### config.mk
export PLATFORM = sky130hd
export DESIGN_NAME = pipe_stage_elastic
export DESIGN_NICKNAME = d
export VERILOG_FILES = /design/src/rtl/pipe_pkg.sv /design/src/rtl/pipe_stage_elastic_entry.sv /design/src/rtl/pipe_stage_elastic.sv
export SDC_FILE = /design/constraint.sdc
export NUM_CORES = 1
export LEC_CHECK = 0
export ABC_AREA = 1
export BUFFER_PORTS_ARGS = -buffer_cell sky130_fd_sc_hd__buf_2
export CAP_MARGIN = 20
export CORE_ASPECT_RATIO = 1.5
export CORE_MARGIN = 2
export CORE_UTILIZATION = 30
export DETAILED_ROUTE_END_ITERATION = 10
export PLACE_DENSITY = 0.57
export SLEW_MARGIN = 20
export SYNTH_ARGS = -nofsm -noshare
export SYNTH_HDL_FRONTEND = slang
export SYNTH_SLANG_ARGS = --single-unit
### constraint.sdc
create_clock -name clk -period 1.95 [get_ports clk]
set_input_delay 0.195 -clock clk [delete_from_list [all_inputs] [get_ports clk]]
set_output_delay 0.195 -clock clk [all_outputs]
set_load 0.02 [all_outputs]
### src/rtl/pipe_pkg.sv
// rtl/pipe_pkg.sv - shared types and per-stage widths for elastic pipeline stages
package pipe_pkg;

  localparam int OCC_W = 2;

  typedef enum logic [OCC_W-1:0] {
    EMPTY = 2'd0,
    ONE   = 2'd1,
    TWO   = 2'd2
  } occ_t;

  localparam int IF_ID_DATA_W  = 64;
  localparam int IF_ID_CTRL_W  = 2;
  localparam int ID_EX_DATA_W  = 96;
  localparam int ID_EX_CTRL_W  = 8;
  localparam int EX_MEM_DATA_W = 96;
  localparam int EX_MEM_CTRL_W = 6;
  localparam int MEM_WB_DATA_W = 64;
  localparam int MEM_WB_CTRL_W = 4;

endpackage

### src/rtl/pipe_stage_elastic_entry.sv
// rtl/pipe_stage_elastic_entry.sv - one valid+data+ctrl holding register
// Clear only drops the valid bit; payload stays so out_data is stable on bubbles.
import pipe_pkg::*;

module pipe_entry_reg #(
  parameter int DATA_W = 96,
  parameter int CTRL_W = 8
) (
  input  logic              clk,
  input  logic              rst,
  input  logic              load_i,
  input  logic              clear_i,
  input  logic [DATA_W-1:0] data_i,
  input  logic [CTRL_W-1:0] ctrl_i,
  output logic              valid_o,
  output logic [DATA_W-1:0] data_o,
  output logic [CTRL_W-1:0] ctrl_o
);

  logic              valid_q;
  logic [DATA_W-1:0] data_q;
  logic [CTRL_W-1:0] ctrl_q;

  always_ff @(posedge clk or negedge rst) begin
    if (!rst) begin
      valid_q <= 1'b0;
      data_q  <= '0;
      ctrl_q  <= '0;
    end else if (clear_i) begin
      valid_q <= 1'b0;
    end else if (load_i) begin
      valid_q <= 1'b1;
      data_q  <= data_i;
      ctrl_q  <= ctrl_i;
    end
  end

  assign valid_o = valid_q;
  assign data_o  = data_q;
  assign ctrl_o  = ctrl_q;

endmodule

### src/rtl/pipe_stage_elastic.sv
// rtl/pipe_stage_elastic.sv - parametrised valid/ready pipeline stage with flush
// SKID=1 registers in_ready via a second entry; SKID=0 passes ready through.
import pipe_pkg::*;

module pipe_stage_elastic #(
  parameter int DATA_W = 96,
  parameter int CTRL_W = 8,
  parameter int SKID   = 1
) (
  input  logic              clk,
  input  logic              rst,
  input  logic              in_valid,
  output logic              in_ready,
  input  logic [DATA_W-1:0] in_data,
  input  logic [CTRL_W-1:0] in_ctrl,
  input  logic              flush,
  output logic              out_valid,
  input  logic              out_ready,
  output logic [DATA_W-1:0] out_data,
  output logic [CTRL_W-1:0] out_ctrl,
  output logic [OCC_W-1:0]  occupancy
);

  logic              main_v;
  logic              main_load;
  logic              main_clr;
  logic [DATA_W-1:0] main_data;
  logic [CTRL_W-1:0] main_ctrl;
  logic [DATA_W-1:0] main_ld_data;
  logic [CTRL_W-1:0] main_ld_ctrl;
  logic              accept;
  logic              drain;

  assign accept = in_valid & in_ready;
  assign drain  = main_v & out_ready;

  pipe_entry_reg #(.DATA_W(DATA_W), .CTRL_W(CTRL_W)) u_main (
    .clk     (clk),
    .rst     (rst),
    .load_i  (main_load),
    .clear_i (main_clr),
    .data_i  (main_ld_data),
    .ctrl_i  (main_ld_ctrl),
    .valid_o (main_v),
    .data_o  (main_data),
    .ctrl_o  (main_ctrl)
  );

  generate
    if (SKID != 0) begin : g_skid
      logic              skid_v;
      logic              skid_load;
      logic              skid_clr;
      logic [DATA_W-1:0] skid_data;
      logic [CTRL_W-1:0] skid_ctrl;
      logic [OCC_W-1:0]  occ;
      occ_t              state;

      pipe_entry_reg #(.DATA_W(DATA_W), .CTRL_W(CTRL_W)) u_skid (
        .clk     (clk),
        .rst     (rst),
        .load_i  (skid_load),
        .clear_i (skid_clr),
        .data_i  (in_data),
        .ctrl_i  (in_ctrl),
        .valid_o (skid_v),
        .data_o  (skid_data),
        .ctrl_o  (skid_ctrl)
      );

      assign occ   = {1'b0, main_v} + {1'b0, skid_v};
      assign state = occ_t'(occ);

      // skid only ever holds a beat in TWO, so its valid bit alone gates ready
      assign in_ready  = ~skid_v;
      assign occupancy = occ;

      always_comb begin
        main_load    = 1'b0;
        main_clr     = flush;
        main_ld_data = in_data;
        main_ld_ctrl = in_ctrl;
        skid_load    = 1'b0;
        skid_clr     = flush;
        if (!flush) begin
          case (state)
            EMPTY: main_load = accept;
            ONE: begin
              if (accept && drain)  main_load = 1'b1;
              else if (accept)      skid_load = 1'b1;
              else if (drain)       main_clr  = 1'b1;
            end
            TWO: begin
              if (drain) begin
                main_load    = 1'b1;
                main_ld_data = skid_data;
                main_ld_ctrl = skid_ctrl;
                skid_clr     = 1'b1;
              end
            end
            default: ;
          endcase
        end
      end
    end else begin : g_noskid
      assign in_ready     = ~main_v | out_ready;
      assign occupancy    = {{(OCC_W-1){1'b0}}, main_v};
      assign main_ld_data = in_data;
      assign main_ld_ctrl = in_ctrl;
      assign main_load    = accept & ~flush;
      assign main_clr     = flush | (drain & ~accept);
    end
  endgenerate

  assign out_valid = main_v;
  assign out_data  = main_data;
  assign out_ctrl  = main_v ? main_ctrl : '0;

endmodule

# Yosys cells after proc, flatten, opt, wreduce, memory -nomap -nowiden

Cells that the tools add are included.

Bits in registers: 210
Input port bits: 109

Add/subtract/negate cells: 1
Equal/unequal tests: 2
Muxes and demuxes: 25
Bitwise operators: 5
Reductions and logical operators: 6

Operators with widths:

| kind                                                                  | count |
|---|---|
| 96-bit two-way mux                                                    | 3 |
| 8-bit two-way mux                                                     | 4 |
| 1-bit two-way mux                                                     | 17 |
| 2-bit AND reduction                                                   | 2 |
| 2-bit nonzero test                                                    | 2 |
| 1-bit inverter                                                        | 3 |
| 1-bit one-hot mux with 3 select lines                                 | 1 |
| 1-bit by 1-bit adder with 2-bit output                                | 1 |
| 1-bit AND                                                             | 2 |
| 2-bit by 1-bit equality test with 1-bit output, second input constant | 1 |
| 2-bit equality test, second input constant                            | 1 |
| 2-bit zero test                                                       | 1 |
| 1-bit logical AND                                                     | 1 |

# Logic depth before layout (Yosys ltp)

Gate-level depths: netlist (run 1).

Depth in word-level cells: 8
Mapped depth: 12

# By module

A second synthesis (run 1) with hierarchy kept.

Cell total of the unflattened synthesis: 1283
Area total of the unflattened synthesis: 10078.4 um2

Modules (own cells, without submodules):

| module             | instances | cells an instance | area each (um2) | seq. area each (um2) |
|---|---|---|---|---|
| pipe_entry_reg     | 2         | 455               | 4167.7          | 2627.5 |
| pipe_stage_elastic | 1         | 373               | 1742.9          | 0.0 |

# Worst setup path after synthesis (run 1)

No wires, ideal clock.

Path type: register to register
Start: register u_main.valid_q (netlist: u_main.valid_o)
End: register u_main.data_q[43] (netlist: u_main.data_o[43])
Setup time: 0.117 ns
Data arrival time: 2.016 ns
Required time: 1.833 ns
Slack: -0.184 ns
Stages on the path, launching flop included: 13
Path buffers: 3
Clock period less this slack: 2.134 ns
Path through: dfrtp_1 buf_4 inv_1 ha_1 nand3_1 nand2_1 nand2_1 nand2_2 nand2_2 buf_2 buf_2 nand2_1 nand2_1

Elaborated cells between the ends (all ways): 19
Classes of those cells: add/sub: 1; eq/ne: 2; mux: 11; bitwise: 2; reduce/logical: 3

RTL lines:

| item                                                                                          | RTL line                       | source |
|---|---|---|
| start, declared                                                                               | pipe_stage_elastic_entry.sv:20 | `logic valid_q;` |
| start signal, assigned                                                                        | pipe_stage_elastic_entry.sv:26 | `valid_q <= 1'b0;` |
| start signal, assigned                                                                        | pipe_stage_elastic_entry.sv:30 | `valid_q <= 1'b0;` |
| start signal, assigned                                                                        | pipe_stage_elastic_entry.sv:32 | `valid_q <= 1'b1;` |
| 1-bit by 1-bit adder with 2-bit output *                                                      | pipe_stage_elastic.sv:71       | `assign occ = {1'b0, main_v} + {1'b0, skid_v};` |
| via occupancy[0]                                                                              | pipe_stage_elastic.sv:21       | `output logic [OCC_W-1:0] occupancy` |
| parallel branches: the longest is 5 deep, another holds 1-bit one-hot mux with 3 select lines | --                             |  |
| end signal, assigned                                                                          | pipe_stage_elastic_entry.sv:33 | `data_q <= data_i;` |
| end, declared                                                                                 | pipe_stage_elastic_entry.sv:21 | `logic [DATA_W-1:0] data_q;` |

Mark *: on every way through the listed nets, which the timed path passes.
A chain may end at the register's enable or synchronous reset.

# Worst setup path after layout (run 1)

Start: register u_main.valid_q (netlist: u_main.valid_o)
End: register u_main.data_q[17] (netlist: u_main.data_o[17])

Cells in the longest elaborated chain, start to end: 8
Elaborated cells between the ends (all ways): 19
Classes of those cells: add/sub: 1; eq/ne: 2; mux: 11; bitwise: 2; reduce/logical: 3

RTL lines:

| item                                 | RTL line                                           | source |
|---|---|---|
| 1-bit AND                            | pipe_stage_elastic.sv:35                           | `assign drain = main_v & out_ready;` |
| 1-bit two-way mux                    | pipe_stage_elastic.sv:91, pipe_stage_elastic.sv:94 |  |
| 1-bit two-way mux                    | pipe_stage_elastic.sv:90                           | `else if (accept) skid_load = 1'b1;` |
| 1-bit two-way mux                    | pipe_stage_elastic.sv:89                           | `if (accept && drain) main_load = 1'b1;` |
| 1-bit two-way mux                    | pipe_stage_elastic.sv:86                           | `case (state)` |
| 1-bit two-way mux                    | pipe_stage_elastic.sv:85                           | `if (!flush) begin` |
| 1-bit inverter (no source line)      | --                                                 |  |
| 2-bit AND reduction (no source line) | --                                                 |  |

Parallel ways exist; a longest one is shown, timed or not.

==> results of run 1 <==
## worst max-delay path: stages, from the launching register on
cell	delay (ns)
dfrtp_2	0.42
inv_1	0.10
ha_4	0.30
nand3_1	0.09
nand2_1	0.07
nand2_1	0.07
nand2_4	0.11
nand2_4	0.10
clkbuf_16	0.26
nand2_1	0.09
nand2_1	0.06
## sequential cells by signal (all words and copies together) (netlist names)
signal	flops
u_main.ctrl_o	8
u_main.valid_o	1
g_skid.u_skid.data_o	96
u_main.data_o	96
g_skid.u_skid.valid_o	1
g_skid.u_skid.ctrl_o	8
## metal layers
metal	up-vias	share of wire, %	track usage (%)
li1	4545	-	-
met1	4343	44	21.5
met4	0	1.8	4.70
met3	36	5.2	2.43
met2	233	49	29.3
met5	-	0	0
## path summary, 6_finish.rpt
kind,startpoint,endpoint,slack [ns],cells past startpoint
worst max-delay path,u_main.valid_o,u_main.data_o[17],0.14,10
worst min-delay path,out_ready,u_main.valid_o,0.09,4
worst max register to register,u_main.valid_o,u_main.data_o[17],0.14,10
worst min register to register,u_main.data_o[33],u_main.data_o[33],0.47,2
max in group asynchronous,rst,u_main.data_o[88],1.00,3
min in group asynchronous,rst,u_main.data_o[32],0.23,2
## placed cells by master, fill, tap and decap left out
master,instances
inv_1,116
clkbuf_16,24
inv_4,2
ha_4,1
buf_4,12
a21oi_1,1
clkinv_2,5
nand3_1,209
clkbuf_8,5
buf_16,3
buf_2,215
dfrtp_2,1
a21oi_4,1
buf_8,1
dfrtp_1,209
dlygate4sd3_1,105
nand4_1,1
nand3_2,1
buf_12,13
nand2_4,3
o21ai_0,92
o21ai_1,14
clkbuf_1,3
nand2_1,532
nor2_1,1
ha_1,1
## kinds of logic (layout without fill, tap and decap cells)
family	count (synthesis)	count (layout)	synth area share (%)
AOI/OAI and AO/OA	108	108	5.56
DFF	210	210	53.7
adders and majority gates	2	2	0.256
buffers and inverters	208	504	9.02
and+or+nand+nor	747	747	31.4
## report_power, final
part	total (mW)	switching, mW	internal, mW
Combinational	4.25	2.65	1.60
Clock	4.09	1.76	2.32
Sequential	6.94	0.888	6.06
## layout make-up
| cell class | instances | area, um2 |
|---|---|---|
| Tap cell | 415 | 519 |
| Fill cell | 3296 | 19100 |
| Clock buffer | 31 | 656 |
| Multi-Input combinational cell | 857 | 3690 |
| Timing Repair Buffer | 350 | 2600 |
| Inverter | 118 | 448 |
| Sequential cell | 210 | 5260 |
| Clock inverter | 5 | 25.0 |
## repair_timing
action                                  4_1_cts  5_1_grt
endpoints found under the setup margin        0       56
hold buffers                                105        0
hold endpoints to repair                    228        0
gates resized for setup                       0        4
## stage by stage
step / total power [mW] / hold slack [ns] / utilization, % / instance area [um2]
after global routing: 16.3 / 0.143 / 40.8 / 13200
final: 15.3 / 0.0932 / 40.8 / 13200
after global placement: 11.0 / 0.197 / 35.3 / 11400
after CTS: 15.5 / 0.0471 / 40.6 / 13100
after detailed placement: 11.1 / 0.195 / 35.3 / 11400
after floorplan: 9.47 / -0.101 / - / 9790
==> impl_metrics.json, run 1 <==
{
  "status": "finished, final reports clean",
  "rows": 81,
  "end_kind": "flip-flop",
  "crit_path_start_kind": "flip-flop",
  "grt_pass1_vias": 8976,
  "num_vias": 9157,
  "power.leakage_nw": 7.44,
  "ys_warn_count": 0,
  "synth_fp_nets": 1386,
  "path_clk_slew_ns": 0.07,
  "gp_congestion": 0.737,
  "syn-instance-count": 1275,
  "period_needed_ns": 1.81,
  "dp.cells": 1844,
  "ant_nets": 0,
  "drc": 0,
  "post-dp-hpwl_mm": 17.6,
  "fp.dieArea_um2": 34100,
  "ir_drop_mv": 0.866,
  "core_um2": 32300,
  "yosysSeqAreaShare_pct": 53.7,
  "synth_seq_cells": 210,
  "insertedDiodeCount": 0,
  "portBuffers": 216,
  "grt_pass1_wl_mm": 46.5,
  "clkSinkCount": 210,
  "slew_violations": 0,
  "hold_viol": 0,
  "grt_max_degree": 86,
  "required_ns": 2.35,
  "initial_core_util_pct": 30.3,
  "antenna_found_initial": 0,
  "synth.most_common_cell": "nand2_1",
  "cts_max_level": 1,
  "clock-root-buffer": "clkbuf_16",
  "cts_setup_buffers": 0,
  "clk_latency_ns": 0.51,
  "area_growth_pct": 34.9,
  "grt-ovfl-total": 0,
  "top_level_ports": 217,
  "yosys-top-cells-area": "dfrtp_1 54%, nand2_1 20%, nand3_1 11%, o21ai_0 4.7%, inv_1 4.5%",
  "stdcell_count": 1986,
  "period_share_pct": 92.6,
  "pre_cts_ws_ns": 0.116,
  "cap_violations": 0,
  "grt_usage_pct": 16.8,
  "fmax_mhz": 554,
  "tns_ns": 0,
  "drive_gt1_share_pct": 18.3,
  "drt_iter0_drc": 395,
  "tritoncts": "yes",
  "slew-limit-headroom_pct": 63.4,
  "firstDrtPassIters": 4,
  "worstPathMaxFanout": 37,
  "die_w_um": 151,
  "via_per_inst": 4.61,
  "syn-cell-area_um2": 9780,
  "ys_async_sr_fraction_pct": 100,
  "cts_made_buffers": 22,
  "layout.nets": 1670,
  "hp-class": "in2reg",
  "worst_slack_ns": 0.145,
  "tightest_slew_ns": 0.549,
  "p_per_area_nw_per_um2": 1160,
  "synth_common_cells": "533 x nand2_1, 210 x dfrtp_1, 210 x nand3_1, 116 x inv_1, 92 x o21ai_0",
  "clk_path_buf_depth": 3,
  "yosysTopAreaCell": "dfrtp_1",
  "setup_viol": 0,
  "synth_top_area_share_pct": 53.7,
  "finalClockSkew_ns": 0.00805,
  "totalWireLength_mm": 29.3,
  "crit_arrival_ns": 2.21,
  "wire_per_inst_um": 14.7,
  "avgSynthCellArea_um2": 7.67,
  "synth_edf_count": 0,
  "die_y_um": 225,
  "synthFlopType": "dfrtp_1",
  "synth_cell_type_count": 18,
  "rsz0062_at_grt": "no",
  "criticalPathCategory": "reg2reg"
}
No activity file was read; power rests on OpenSTA's default activity.
==> run 2, diff against run 1 <==
- clock period: 1.95 -> 1.7 ns (I/O delays scaled with it)
==> run 2 against run 1 <==
Final area is 6.1% higher. Clock skew is essentially flat. Worst setup slack got worse by 0.18 ns. Critical path depth shrank 2. Die area stayed put. The flow now finishes with violations (negative setup slack). Sequential share of layout area shrank 2.3 points. Highest routed layer unchanged. Flip-flop and latch count unchanged. Final cell count grew 2.0%. First-iteration DRC count fell by 8.9%. Fmax grew 4.1%. Routed wire length up 5.2%.
==> impl_metrics.json, run 2 (synthesis results as in run 1) <==
{
  "status": "complete, but fails checks",
  "violations": "negative setup slack",
  "initial_core_util_pct": 30.3,
  "worstPathMaxFanout": 20,
  "cts_max_level": 1,
  "core_um2": 32300,
  "required_ns": 2.09,
  "antenna_found_initial": 1,
  "drt-met1-wl_mm": 13.1,
  "die_y_um": 225,
  "grt_max_degree": 62,
  "ir_drop_mv": 0.730,
  "wire_per_inst_um": 15.2,
  "ant_nets": 0,
  "top_layer_used": "met4",
  "tritoncts": "yes",
  "crit_path_start_kind": "flip-flop",
  "cap_violations": 0,
  "grt-ovfl-total": 0,
  "regArea_um2": 5260,
  "cts_made_buffers": 23,
  "post-dp-hpwl_mm": 18.7,
  "grt_pass1_wl_mm": 48.2,
  "fp.dieArea_um2": 34100,
  "via_per_inst": 4.60,
  "multiInputGateArea_um2": 3780,
  "power.leakage_nw": 7.80,
  "clk_latency_ns": 0.51,
  "layout_commonest_cell": "nand2_1",
  "tns_ns": -0.454,
  "gp_congestion": 0.742,
  "crit_arrival_ns": 2.12,
  "hp-class": "in2reg",
  "fillers": 3215,
  "finalClockSkew_ns": 0.00767,
  "slew-limit-headroom_pct": 62.0,
  "fmax_mhz": 576,
  "setup_viol": 39,
  "wl_met3_mm": 1.41,
  "rows": 81,
  "hold_viol": 0,
  "firstDrtPassIters": 4,
  "drc": 0,
  "clk_path_buf_depth": 3,
  "criticalPathCategory": "reg2reg",
  "area_growth_pct": 43.1,
  "die_w_um": 151,
  "top_level_ports": 217,
  "end_kind": "flip-flop",
  "period_needed_ns": 1.73,
  "period_share_pct": 102,
  "grt_pass1_vias": 9465,
  "rsz0062_at_grt": "yes",
  "drt_iter0_drc": 360,
  "slew_violations": 0,
  "dp.cells": 1864,
  "grt_usage_pct": 17.5,
  "num_vias": 9323,
  "totalWireLength_mm": 30.8,
  "worst_slack_ns": -0.0346,
  "clkSinkCount": 210,
  "stdcell_count": 2026,
  "p_per_area_nw_per_um2": 1300,
  "path_clk_slew_ns": 0.06,
  "layout.nets": 1707,
  "portBuffers": 216,
  "wl_met2_mm": 15.5,
  "final_cell_mix": "530 x nand2_1, 214 x buf_2, 209 x dfrtp_1, 194 x nand3_1, 114 x inv_1",
  "clock-root-buffer": "clkbuf_16",
  "drive_gt1_share_pct": 21.6,
  "tightest_slew_ns": 0.571
}
==> run 2: report_power, final <==
| group | switching (mW) | total [mW] | internal, mW | leakage, nW |
|---|---|---|---|---|
| Clock | 2.06 | 5.01 | 2.95 | 0.365 |
| Combinational | 3.14 | 5.20 | 2.06 | 4.82 |
| Sequential | 1.00 | 7.95 | 6.95 | 2.62 |
| Total | 6.21 | 18.2 | 12.0 | 7.80 |
==> run 2: repair_timing <==
| action | in CTS | in global routing |
|---|---|---|
| endpoints found under the hold margin | 251 | 0 |
| resized for setup | 7 | 59 |
| hold buffers | 105 | 0 |
| pin swaps | 1 | 27 |
| buffers inserted | 4 | 4 |
| cloned | 1 | 9 |
| setup endpoints to repair | 53 | 147 |
==> run 2: path summary, 6_finish.rpt <==
path	start	end	slack [ns]	cells after the start
min in group asynchronous	rst	g_skid.u_skid.data_o[30]	0.20	2
worst max-delay path	u_main.valid_o	g_skid.u_skid.data_o[42]	-0.03	8
worst max register to register	u_main.valid_o	g_skid.u_skid.data_o[42]	-0.03	8
worst min register to register	u_main.data_o[71]	u_main.data_o[71]	0.46	2
worst min-delay path	out_ready	u_main.valid_o	0.11	4
max in group asynchronous	rst	u_main.data_o[41]	0.84	3
==> run 2: through the flow <==
| stage | hold slack [ns] | worst slack [ns] | power [mW] | util (%) | instance area [um2] |
|---|---|---|---|---|---|
| floorplan | -0.126 | -0.0940 | 10.9 | - | 9890 |
| CTS | 0.0611 | -0.00834 | 18.2 | 42.1 | 13600 |
| finish | 0.109 | -0.0346 | 18.2 | 43.3 | 14000 |
| detailed placement | 0.169 | -0.148 | 12.8 | 36.2 | 11700 |
| global route | 0.110 | -0.103 | 19.4 | 43.3 | 14000 |
| global placement | 0.167 | -0.116 | 12.7 | 36.2 | 11700 |
==> run 2: worst max-delay path, cell delays in order (launching register included) <==
cell,delay (ns)
dfrtp_2,0.42
inv_4,0.05
ha_4,0.28
buf_12,0.10
nand4_1,0.19
buf_6,0.24
clkbuf_16,0.20
nand2_1,0.06
o21ai_0,0.07
==> run 2: cell type report <==
cell class	instances	area share (%)
multi-input combinational	857	27.0
clock inverter	8	0.662
antenna	1	0.0179
clock buffer	31	4.61
sequential	210	37.6
inverter	118	3.22
timing repair buffer	386	23.2
tap	415	3.71
==> run 2: per-layer routing <==
| layer | track usage [%] | vias to the layer above |
|---|---|---|
| met5 | 0 | - |
| li1 | - | 4631 |
| met2 | 31.0 | 227 |
| met3 | 2.35 | 49 |
| met1 | 21.9 | 4416 |
| met4 | 5.52 | 0 |
